--- config.mk ---
export PLATFORM = sky130hd
export DESIGN_NAME = booth_mul_arbiter_flat
export DESIGN_NICKNAME = d
export VERILOG_FILES = /design/src/rtl/booth_arb_pkg.sv /design/src/rtl/booth_mul_arbiter_if.sv /design/src/rtl/rr_select.sv /design/src/rtl/booth_mul_arbiter.sv /design/src/flat_wrapper.sv
export SDC_FILE = /design/constraint.sdc
export NUM_CORES = 1
export LEC_CHECK = 0
export CAP_MARGIN = 10
export CORE_ASPECT_RATIO = 1.1
export CORE_MARGIN = 3
export CORE_UTILIZATION = 39
export CTS_CLUSTER_SIZE = 10
export DETAILED_ROUTE_END_ITERATION = 8
export PLACE_DENSITY_LB_ADDON = 0.05
export SLEW_MARGIN = 10
export SYNTH_ARGS = -nofsm -noshare
export SYNTH_HDL_FRONTEND = slang
export SYNTH_SLANG_ARGS = --single-unit
--- constraint.sdc ---
create_clock -name clk -period 1.9 [get_ports clk]
set_clock_uncertainty 0.2 [all_clocks]
set_input_delay 0.38 -clock clk [delete_from_list [all_inputs] [get_ports clk]]
set_output_delay 0.38 -clock clk [all_outputs]
set_load 0.01 [all_outputs]
--- src/rtl/booth_arb_pkg.sv ---
// Shared types and constants for the Booth multiplier arbiter.
//   state_e      : arbiter FSM state encoding
//   clog2()      : index width helper (never returns less than 1)
//   *_DEF        : default parameter values
package booth_arb_pkg;

  localparam int unsigned N_DEF       = 4;
  localparam int unsigned W_DEF       = 4;
  localparam int unsigned TIMEOUT_DEF = 32;

  typedef enum logic [1:0] {
    IDLE  = 2'd0,
    ISSUE = 2'd1,
    WAIT  = 2'd2,
    RESP  = 2'd3
  } state_e;

  // Bits needed to index v items; a single item still gets one bit.
  function automatic int unsigned clog2(input int unsigned v);
    int unsigned r;
    r = 0;
    while ((32'd1 << r) < v) r++;
    return (r == 0) ? 32'd1 : r;
  endfunction

endpackage

--- src/rtl/booth_mul_arbiter_if.sv ---
// Bundle of requester-side and multiplier-side signals of the arbiter.
//   req/req_x/req_y            : requester requests and packed operands
//   ack/rsp_z/rsp_err          : per-requester ack pulse and shared response
//   busy                       : arbiter not idle
//   mul_start/mul_x/mul_y      : multiplier command
//   mul_valid/mul_z            : multiplier result
// slave  : seen by the arbiter
// master : seen by the environment (requesters plus multiplier)
interface booth_mul_arbiter_if
  import booth_arb_pkg::*;
#(
  parameter int unsigned N = N_DEF,
  parameter int unsigned W = W_DEF
);

  logic [N-1:0]   req;
  logic [N*W-1:0] req_x;
  logic [N*W-1:0] req_y;
  logic [N-1:0]   ack;
  logic [2*W-1:0] rsp_z;
  logic           rsp_err;
  logic           busy;
  logic           mul_start;
  logic [W-1:0]   mul_x;
  logic [W-1:0]   mul_y;
  logic           mul_valid;
  logic [2*W-1:0] mul_z;

  modport slave (
    input  req, req_x, req_y, mul_valid, mul_z,
    output ack, rsp_z, rsp_err, busy, mul_start, mul_x, mul_y
  );

  modport master (
    output req, req_x, req_y, mul_valid, mul_z,
    input  ack, rsp_z, rsp_err, busy, mul_start, mul_x, mul_y
  );

endinterface

--- src/rtl/rr_select.sv ---
// Rotating-priority pick: first set request at or above rr_ptr, wrapping.
//   req_i         : request vector
//   rr_ptr_i      : index holding highest priority
//   gnt_valid_c_o : some request is set
//   gnt_idx_c_o   : chosen index (0 when nothing is set)
module rr_select
  import booth_arb_pkg::*;
#(
  parameter  int unsigned N  = N_DEF,
  localparam int unsigned IW = clog2(N)
) (
  input  logic [N-1:0]  req_i,
  input  logic [IW-1:0] rr_ptr_i,
  output logic          gnt_valid_c_o,
  output logic [IW-1:0] gnt_idx_c_o
);

  always_comb begin : pick
    int unsigned j;
    gnt_valid_c_o = 1'b0;
    gnt_idx_c_o   = '0;
    j             = 0;
    for (int unsigned k = 0; k < N; k++) begin
      j = 32'(rr_ptr_i) + k;
      if (j >= N) j = j - N;
      if (!gnt_valid_c_o && req_i[IW'(j)]) begin
        gnt_valid_c_o = 1'b1;
        gnt_idx_c_o   = IW'(j);
      end
    end
  end

endmodule

--- src/rtl/booth_mul_arbiter.sv ---
// Shares one sequential Booth multiplier among N requesters, round robin,
// one multiply in flight. Issues a one-cycle start, waits for the result
// (with timeout) and returns it to the granted requester with a one-cycle ack.
//   clk, rst : clock, asynchronous active-high reset
//   bus      : requester and multiplier signals (booth_mul_arbiter_if.slave)
module booth_mul_arbiter
  import booth_arb_pkg::*;
#(
  parameter int unsigned N       = N_DEF,
  parameter int unsigned W       = W_DEF,
  parameter int unsigned TIMEOUT = TIMEOUT_DEF
) (
  input logic               clk,
  input logic               rst,
  booth_mul_arbiter_if.slave bus
);

  localparam int unsigned IW = clog2(N);
  localparam int unsigned TW = clog2(TIMEOUT + 1);
  localparam int unsigned ZW = 2 * W;

  state_e          state_q, state_d;
  logic [IW-1:0]   rr_ptr_q, rr_ptr_d;
  logic [IW-1:0]   gidx_q, gidx_d;
  logic [W-1:0]    mul_x_q, mul_x_d;
  logic [W-1:0]    mul_y_q, mul_y_d;
  logic            mul_start_q, mul_start_d;
  logic [TW-1:0]   timer_q, timer_d;
  logic [ZW-1:0]   rsp_z_q, rsp_z_d;
  logic            rsp_err_q, rsp_err_d;
  logic [N-1:0]    ack_q, ack_d;
  logic            busy_q, busy_d;

  logic            gnt_valid_c;
  logic [IW-1:0]   gnt_idx_c;

  rr_select #(.N(N)) u_sel (
    .req_i         (bus.req),
    .rr_ptr_i      (rr_ptr_q),
    .gnt_valid_c_o (gnt_valid_c),
    .gnt_idx_c_o   (gnt_idx_c)
  );

  // State and datapath registers.
  always_ff @(posedge clk or posedge rst) begin
    if (rst) begin
      state_q     <= IDLE;
      rr_ptr_q    <= '0;
      gidx_q      <= '0;
      mul_x_q     <= '0;
      mul_y_q     <= '0;
      mul_start_q <= 1'b0;
      timer_q     <= '0;
      rsp_z_q     <= '0;
      rsp_err_q   <= 1'b0;
      ack_q       <= '0;
      busy_q      <= 1'b0;
    end else begin
      state_q     <= state_d;
      rr_ptr_q    <= rr_ptr_d;
      gidx_q      <= gidx_d;
      mul_x_q     <= mul_x_d;
      mul_y_q     <= mul_y_d;
      mul_start_q <= mul_start_d;
      timer_q     <= timer_d;
      rsp_z_q     <= rsp_z_d;
      rsp_err_q   <= rsp_err_d;
      ack_q       <= ack_d;
      busy_q      <= busy_d;
    end
  end

  // Next state; start and ack are set one cycle ahead so their registered
  // copies line up with the ISSUE and RESP cycles respectively.
  always_comb begin
    state_d     = state_q;
    rr_ptr_d    = rr_ptr_q;
    gidx_d      = gidx_q;
    mul_x_d     = mul_x_q;
    mul_y_d     = mul_y_q;
    mul_start_d = 1'b0;
    timer_d     = timer_q;
    rsp_z_d     = rsp_z_q;
    rsp_err_d   = rsp_err_q;
    ack_d       = '0;

    unique case (state_q)
      IDLE: begin
        if (gnt_valid_c) begin
          gidx_d      = gnt_idx_c;
          mul_x_d     = bus.req_x[32'(gnt_idx_c) * W +: W];
          mul_y_d     = bus.req_y[32'(gnt_idx_c) * W +: W];
          mul_start_d = 1'b1;
          state_d     = ISSUE;
        end
      end
      ISSUE: begin
        timer_d = '0;
        state_d = WAIT;
      end
      WAIT: begin
        timer_d = timer_q + 1'b1;
        // timer_q == 0 marks the first WAIT cycle, where valid may be stale.
        if (timer_q != '0 && bus.mul_valid) begin
          rsp_z_d   = bus.mul_z;
          rsp_err_d = 1'b0;
          ack_d     = N'(1) << gidx_q;
          state_d   = RESP;
        end else if (timer_q == TW'(TIMEOUT - 1)) begin
          rsp_z_d   = '0;
          rsp_err_d = 1'b1;
          ack_d     = N'(1) << gidx_q;
          state_d   = RESP;
        end
      end
      RESP: begin
        rr_ptr_d = (gidx_q == IW'(N - 1)) ? '0 : gidx_q + 1'b1;
        state_d  = IDLE;
      end
      default: state_d = IDLE;
    endcase

    busy_d = (state_d != IDLE);
  end

  assign bus.ack       = ack_q;
  assign bus.rsp_z     = rsp_z_q;
  assign bus.rsp_err   = rsp_err_q;
  assign bus.busy      = busy_q;
  assign bus.mul_start = mul_start_q;
  assign bus.mul_x     = mul_x_q;
  assign bus.mul_y     = mul_y_q;

endmodule

--- src/flat_wrapper.sv ---
// flat-port wrapper written by rule: the top's interface ports become plain ports
module booth_mul_arbiter_flat import booth_arb_pkg::*;
#(
  parameter int unsigned N       = N_DEF,
  parameter int unsigned W       = W_DEF,
  parameter int unsigned TIMEOUT = TIMEOUT_DEF
)
  (clk, rst, bus_req, bus_req_x, bus_req_y, bus_mul_valid, bus_mul_z, bus_ack, bus_rsp_z, bus_rsp_err, bus_busy, bus_mul_start, bus_mul_x, bus_mul_y);
  booth_mul_arbiter_if #(.N(N), .W(W)) bus_i ();
  input logic clk;
  input logic rst;
  input wire logic [$bits(bus_i.req)-1:0] bus_req;
  input wire logic [$bits(bus_i.req_x)-1:0] bus_req_x;
  input wire logic [$bits(bus_i.req_y)-1:0] bus_req_y;
  input wire logic [$bits(bus_i.mul_valid)-1:0] bus_mul_valid;
  input wire logic [$bits(bus_i.mul_z)-1:0] bus_mul_z;
  output wire logic [$bits(bus_i.ack)-1:0] bus_ack;
  output wire logic [$bits(bus_i.rsp_z)-1:0] bus_rsp_z;
  output wire logic [$bits(bus_i.rsp_err)-1:0] bus_rsp_err;
  output wire logic [$bits(bus_i.busy)-1:0] bus_busy;
  output wire logic [$bits(bus_i.mul_start)-1:0] bus_mul_start;
  output wire logic [$bits(bus_i.mul_x)-1:0] bus_mul_x;
  output wire logic [$bits(bus_i.mul_y)-1:0] bus_mul_y;
  assign bus_i.req = bus_req;
  assign bus_i.req_x = bus_req_x;
  assign bus_i.req_y = bus_req_y;
  assign bus_i.mul_valid = bus_mul_valid;
  assign bus_i.mul_z = bus_mul_z;
  assign bus_ack = bus_i.ack;
  assign bus_rsp_z = bus_i.rsp_z;
  assign bus_rsp_err = bus_i.rsp_err;
  assign bus_busy = bus_i.busy;
  assign bus_mul_start = bus_i.mul_start;
  assign bus_mul_x = bus_i.mul_x;
  assign bus_mul_y = bus_i.mul_y;
  booth_mul_arbiter #(.N(N), .W(W), .TIMEOUT(TIMEOUT)) u_core (.clk(clk), .rst(rst), .bus(bus_i));
endmodule
Yosys cells after proc, flatten, opt, wreduce, memory -nomap -nowiden
Cells that the tools add are included.
- flip-flop bits (word level): 35
- bits of input ports: 47
- output and inout port bits: 23
- logic and storage cells: 85
- $add $sub $neg: 9
- order comparisons: 8
- equal/unequal tests: 5
- shift operators: 3
- muxes and demuxes: 35
- reductions and logical operators: 14
- operator list (kind ; count):
    $shiftx A16 B5 Y4 ; 2
    $mux W2 ; 12
    $mux W8 ; 2
    $lt A2 B3 Y1 const B ; 4
    $mux W1 ; 12
    $mux W4 ; 3
    $pmux W6 S2 ; 1
    $ge A3 B3 Y1 const B ; 3
    $bmux W1 S2 ; 4
    $pmux W2 S4 ; 1
    $sub A2 B1 Y2 const B ; 4
    $add A2 B2 Y3 const B ; 2
    $add A6 B1 Y6 const B ; 1
    $eq A2 B2 Y1 const B ; 3
    $eq A6 B5 Y1 const B ; 1
    $reduce_bool A2 Y1 ; 3
    $reduce_bool A6 Y1 ; 1
    $logic_and A1 B1 Y1 ; 4
    $reduce_and A2 Y1 ; 2
    $shl A1 B2 Y4 const A ; 1
    $add A2 B1 Y3 const B ; 1
    $ge A2 B3 Y1 const B ; 1
    $logic_not A1 Y1 ; 3
    $add A2 B1 Y2 const B ; 1
    other kinds (2) ; 2

Longest topological paths before layout
- depth in word-level cells: 17
- depth in mapped cells: 8
- mapped depth without buffers: 7

Cells and area by module
Synthesis repeated with hierarchy kept, for this count alone.
- cell total of the unflattened synthesis: 169
- area total of the unflattened synthesis: 1889.3 µm²
- by module, submodules not included (module ; times used ; cells each ; area each (µm²) ; seq. area each (µm²)):
    booth_mul_arbiter ; 1 ; 154 ; 1811.7 ; 875.8
    rr_select ; 1 ; 15 ; 77.6 ; 0.0

Worst setup path before layout
No wires, ideal clock.
- path type: flip-flop to flip-flop
- from: reg u_core.timer_q[0]
- to: reg u_core.busy_q (netlist: u_core.bus.busy)
- library setup time: 0.124 ns
- data arrival time: 1.754 ns
- data required time: 1.576 ns
- setup slack: -0.178 ns
- stages on the path, launching flop included: 8
- buffers on the path: 0
- clock period less this slack: 2.078 ns
- cells stage by stage: dfrtp_1 -> inv_1 -> ha_1 -> or3b_1 -> o311a_1 -> a2111oi_2 -> a31oi_1 -> or2_1
- longest elaborated chain between the ends: 5
- elaborated cells on any way between the ends: 7
- classes of those cells: eq/ne: 1; mux: 3; reduce/logical: 3
- ends and longest elaborated chain (what ; line ; text):
    start: declaration ; booth_mul_arbiter.sv:28 ; logic [TW-1:0] timer_q, timer_d;
    start signal: assignment ; booth_mul_arbiter.sv:65 ; timer_q <= timer_d;
    $eq A6 B5 Y1 / $reduce_bool A6 Y1 (equally long branches) ; booth_mul_arbiter.sv:109, booth_mul_arbiter.sv:104 ;
    $mux W2 / $logic_and A1 B1 Y1 (equally long branches) ; booth_mul_arbiter.sv:109, booth_mul_arbiter.sv:104 ;
    $mux W2 (*) ; booth_mul_arbiter.sv:104 ; if (timer_q != '0 && bus.mul_valid) begin
    $pmux W2 S4 (*) ; booth_mul_arbiter.sv:87 ; unique case (state_q)
    named net u_core.state_d[0] ; booth_mul_arbiter.sv:22 ; state_e state_q, state_d;
    $reduce_bool A2 Y1 (*) ; booth_mul_arbiter.sv:123 ; busy_d = (state_d != IDLE);
    named net u_core.busy_d ; booth_mul_arbiter.sv:32 ; logic busy_q, busy_d;
    end signal: assignment ; booth_mul_arbiter.sv:69 ; busy_q <= busy_d;
    end: declaration ; booth_mul_arbiter.sv:32 ;
The timed path passes the listed nets; every way through them passes the cells marked *.
A chain may end at the register's enable or synchronous reset.

Worst setup path after layout
Ends and elaborated chain as after synthesis.

==> summary.md <==
| Metric | Value |
|---|---|
| Result of the run | `finished, violations left` |
| Worst EP arrival | `2140 ps` |
| Pin count of the biggest net entering global routing | `36` |
| Maximum count of clock buffers along a single path | `2` |
| Antenna fix cells | `0` |
| Cell count after placement | `288` |
| Total detailed-routing wirelength | `4800 um` |
| Largest stage delay on the critical path | `390 ps` |
| Cell Int Power | `2.41 mW` |
| Area added between synthesis and finish | `64.8%` |
| Post-Synth XOR/XNOR Area | `0.502%` |
| Largest family of logic cells by synthesized area | `compound AO/OA/AOI/OAI gates` |
| Total Power Consumption | `3.74 mW` |
| Period utilization | `114%` |
| Cell chosen for the clock root | `sky130_fd_sc_hd__clkbuf_8` |
| Worst setup SP type | `register` |
| Core region area | `4140 sq um` |
| Placer congestion estimate | `0.816` |
| Slowest cell on the critical path | `sky130_fd_sc_hd__dfrtp_1` |
| Number of nets still failing antenna checks after routing | `0` |
| Flop pwr share | `31.8%` |
| Number of max-slew violations in the final report | `0` |
| Number of I/O pins | `70` |
| Synth Register Bits | `35` |
| Dpl cell area | `2620 sq um` |
| Violated checks | `setup timing` |
| Clock-pin slew reported for the worst setup and hold paths after clock tree synthesis | `70 ps` |
| Fraction of power consumed by combinational cells | `54.4%` |
| Die area | `5310 sq um` |
| Final min period | `2180 ps` |
| Routed vias/inst | `5.13` |
| Y dimension of the die | `76.1 um` |
| Post-layout utilization of the core | `69.4%` |
| Distinct cells, synth | `32` |
| Switching power | `1.33 mW` |
| TritonCTS Buffers | `5` |
| Sink Count | `35` |
| Width of the chip | `69.8 um` |
| Hold violation total from the final report | `0` |
| Overall routing resource usage | `18.3%` |
| Post-Synthesis Cells | `157` |
| Fraction of layout cells with a size suffix above 1 | `20.8%` |
| Highest Clock Rate | `0.460 GHz` |
| Critical path peak fanout | `2` |
| Maximum level of the CTS H-tree | `2` |
| First-pass GRT wire length | `7860 um` |
| Via count of the first global-routing pass | `1663` |
| Initial antenna violation count | `0` |
| Setup repair after global routing missed its margin | `yes` |
| Share of total power in the clock network | `13.8%` |
| Pin slew with the least headroom to its limit | `360 ps` |
| Post-synthesis instance area | `1740 sq um` |
| Multiplexer area fraction after synthesis | `10.4%` |
| Synth Area in Simple Gates | `10.9%` |
| PD cells | `1300 nW/um^2` |
| Final layout net count | `311` |
| Via total after detailed routing | `1575` |
| Final setup violation count | `14` |
| Class of the worst hold path | `input pin to asynchronous set/reset pin` |
| Worst setup slack after placement | `-367 ps` |
| Number of design rule violations left after detail routing | `0` |
| Switching share of total power | `35.4%` |
| Starting Density | `42.1%` |
| Final setup slack of the worst path | `-275 ps` |
| First-pass iteration count of the detailed router | `2` |
| Avg WL per Cell | `15.6 um` |
| Worst IR drop on VDD | `0.845 mV` |
| Sequential element share of the synthesized area | `50.2%` |
| Average instance area after synthesis | `11.1 sq um` |
| CTS tree | `yes` |
| Number of warnings reported in the yosys synthesis log | `0` |
| Insertion delay to the later sink of the worst-skew pair | `280 ps` |
| Total congestion overflow after global routing | `0` |
| Compound-cell area share of the yosys netlist | `15.9%` |
| Max-Slew Margin vs Limit | `75.8%` |
| Final HPWL from detailed placement | `3470 um` |
| Type of the worst setup path | `register to register` |
| Setup slack of the worst register-to-register path | `-280 ps` |
| FILL cells | `297` |
| CP endpoint kind | `register` |
| Syn_nets | `214` |
| Area of all placed cells without fillers | `2870 sq um` |
| P_leak | `1.32 nW` |
| Count of input and output buffers | `69` |
| Non-filler cells, final | `307` |
| Post-synthesis share of cell area spent on full adders, half adders and majority gates | `7.17%` |
| Critical Path RT | `1870 ps` |
| Max-capacitance violation count | `0` |
| Placement row count | `24` |
| Cell chain of the critical path | `inv_2 > ha_1 > or3b_1 > o311a_1 > a2111oi_2 > a31oi_1 > or2_1` |
| Initial detailed-routing violation count | `54` |
-- synthesized netlist by cell type --
cell,number,area share [%]
sky130_fd_sc_hd__buf_2,2,0.57
sky130_fd_sc_hd__nand2_1,13,2.8
sky130_fd_sc_hd__nor3b_1,1,0.43
sky130_fd_sc_hd__clkbuf_1,2,0.43
sky130_fd_sc_hd__buf_6,2,1.3
sky130_fd_sc_hd__nor4_1,2,0.72
sky130_fd_sc_hd__nor2b_1,5,1.8
sky130_fd_sc_hd__a211o_1,1,0.50
sky130_fd_sc_hd__nand3_1,4,1.1
sky130_fd_sc_hd__nand2b_1,2,0.72
sky130_fd_sc_hd__nand4_1,1,0.36
sky130_fd_sc_hd__nor2_2,2,0.72
sky130_fd_sc_hd__or2_1,1,0.36
sky130_fd_sc_hd__a21oi_1,5,1.4
sky130_fd_sc_hd__mux2_2,1,0.65
sky130_fd_sc_hd__o22ai_1,4,1.4
sky130_fd_sc_hd__a22o_1,8,4.0
sky130_fd_sc_hd__nor2_1,3,0.65
sky130_fd_sc_hd__ha_1,10,7.2
sky130_fd_sc_hd__or2_2,1,0.36
sky130_fd_sc_hd__a31oi_1,1,0.36
sky130_fd_sc_hd__dfrtp_1,35,50
sky130_fd_sc_hd__or3b_1,1,0.50
sky130_fd_sc_hd__inv_1,12,2.6
sky130_fd_sc_hd__xor2_1,1,0.50
sky130_fd_sc_hd__o311a_1,1,0.57
sky130_fd_sc_hd__o221ai_1,8,4.0
sky130_fd_sc_hd__o21a_1,1,0.43
sky130_fd_sc_hd__mux2i_1,17,9.8
sky130_fd_sc_hd__o21ai_0,8,2.3
sky130_fd_sc_hd__or3_1,1,0.36
sky130_fd_sc_hd__a2111oi_2,1,0.86
-- timing repair --
item	in CTS	in global routing
buffers inserted	3	7
endpoints found under the hold margin	0	0
gates resized for setup	6	15
cloned	1	2
hold buffers	0	0
pin swaps	2	8
endpoints found under the setup margin	22	26
-- area by class of cell --
class | count | area, sq um | share of cell area [%]
clock buffers | 5 | 68.8 | 2.39
clock inverters | 3 | 15.0 | 0.522
inverters | 12 | 45.0 | 1.57
multi-input cells | 105 | 848 | 29.5
flip-flops and latches | 35 | 877 | 30.5
well taps | 52 | 65.1 | 2.26
repair buffers | 95 | 955 | 33.2
-- state kept, by name (all words and copies together), names as in the netlist --
signal,cells
u_core.bus.mul_start,1
u_core.state_q,2
u_core.bus.busy,1
u_core.bus.ack,4
u_core.bus.rsp_err,1
u_core.bus.mul_x,4
u_core.rr_ptr_q,2
u_core.bus.mul_y,4
u_core.bus.rsp_z,8
u_core.gidx_q,2
u_core.timer_q,6
-- metrics by stage --
| step | TNS, ps | hold slack [ps] |
|---|---|---|
| floorplan | -1240 | 293 |
| global placement | -4880 | 272 |
| detailed placement | -6310 | 277 |
| CTS | -3090 | 238 |
| global route | -3980 | 243 |
| finish | -3090 | 226 |
-- critical path, delay by kind of cell (launching register included) --
| kind | cells | cell delay, ps |
|---|---|---|
| fa+ha+maj | 1 | 130 |
| buf+inv | 1 | 60 |
| compound gates | 3 | 730 |
| simple gates | 2 | 570 |
| flops | 1 | 390 |
-- power groups by stage --
stage,clock network (mW),logic [mW],registers (mW)
floorplan,0,0.887,1.27
global placement,0,1.77,1.18
detailed placement,0,1.84,1.19
CTS,0.533,1.95,1.19
global route,0.569,2.22,1.22
finish,0.516,2.03,1.19
-- cell families (layout without fill, tap and decap cells) --
logic type                 count (synthesis)  in the layout
DFF                                       35             35
adders and majority gates                 10             10
and+or+nand+nor                           37             38
AOI/OAI and AO/OA                         38             38
xor gates and xnor gates                   1              1
muxes                                     18             18
buffers and inverters                     18            115
-- cells in the final DEF (no fill, tap or decap), types with 8 or more instances in the layout --
master and instances:
sky130_fd_sc_hd__nand2_1 12, sky130_fd_sc_hd__clkdlybuf4s50_1 65, sky130_fd_sc_hd__dfrtp_1 34, sky130_fd_sc_hd__ha_1 10
sky130_fd_sc_hd__a22o_1 8, sky130_fd_sc_hd__inv_1 10, sky130_fd_sc_hd__mux2i_1 14, sky130_fd_sc_hd__o221ai_1 8
sky130_fd_sc_hd__o21ai_0 8, sky130_fd_sc_hd__buf_4 20
-- path summary, 6_finish.rpt --
path                                                 startpoint                              end  cells past startpoint
worst max-delay path              u_core.timer_q[0]$_DFFE_PP0P_        u_core.bus.busy$_DFF_PP0_                      7
worst min-delay path                                        rst      u_core.bus.ack[3]$_DFF_PP0_                      3
worst max register to register    u_core.timer_q[0]$_DFFE_PP0P_        u_core.bus.busy$_DFF_PP0_                      7
worst min register to register  u_core.bus.mul_y[3]$_DFFE_PP0P_  u_core.bus.mul_y[3]$_DFFE_PP0P_                      2
max in group asynchronous                                   rst   u_core.rr_ptr_q[1]$_DFFE_PP0N_                      3
min in group clk                u_core.bus.mul_y[3]$_DFFE_PP0P_  u_core.bus.mul_y[3]$_DFFE_PP0P_                      2
-- per-layer routing --
layer	up-vias	share of wire [%]	wire length (um)	track usage (%)
met5	-	0	0	0
met4	0	1.7	81	7.09
met3	9	5.3	254	4.62
met2	47	52	2500	31.1
met1	759	41	1970	22.1
li1	760	-	-	-
No activity file was read; power rests on OpenSTA's default activity.
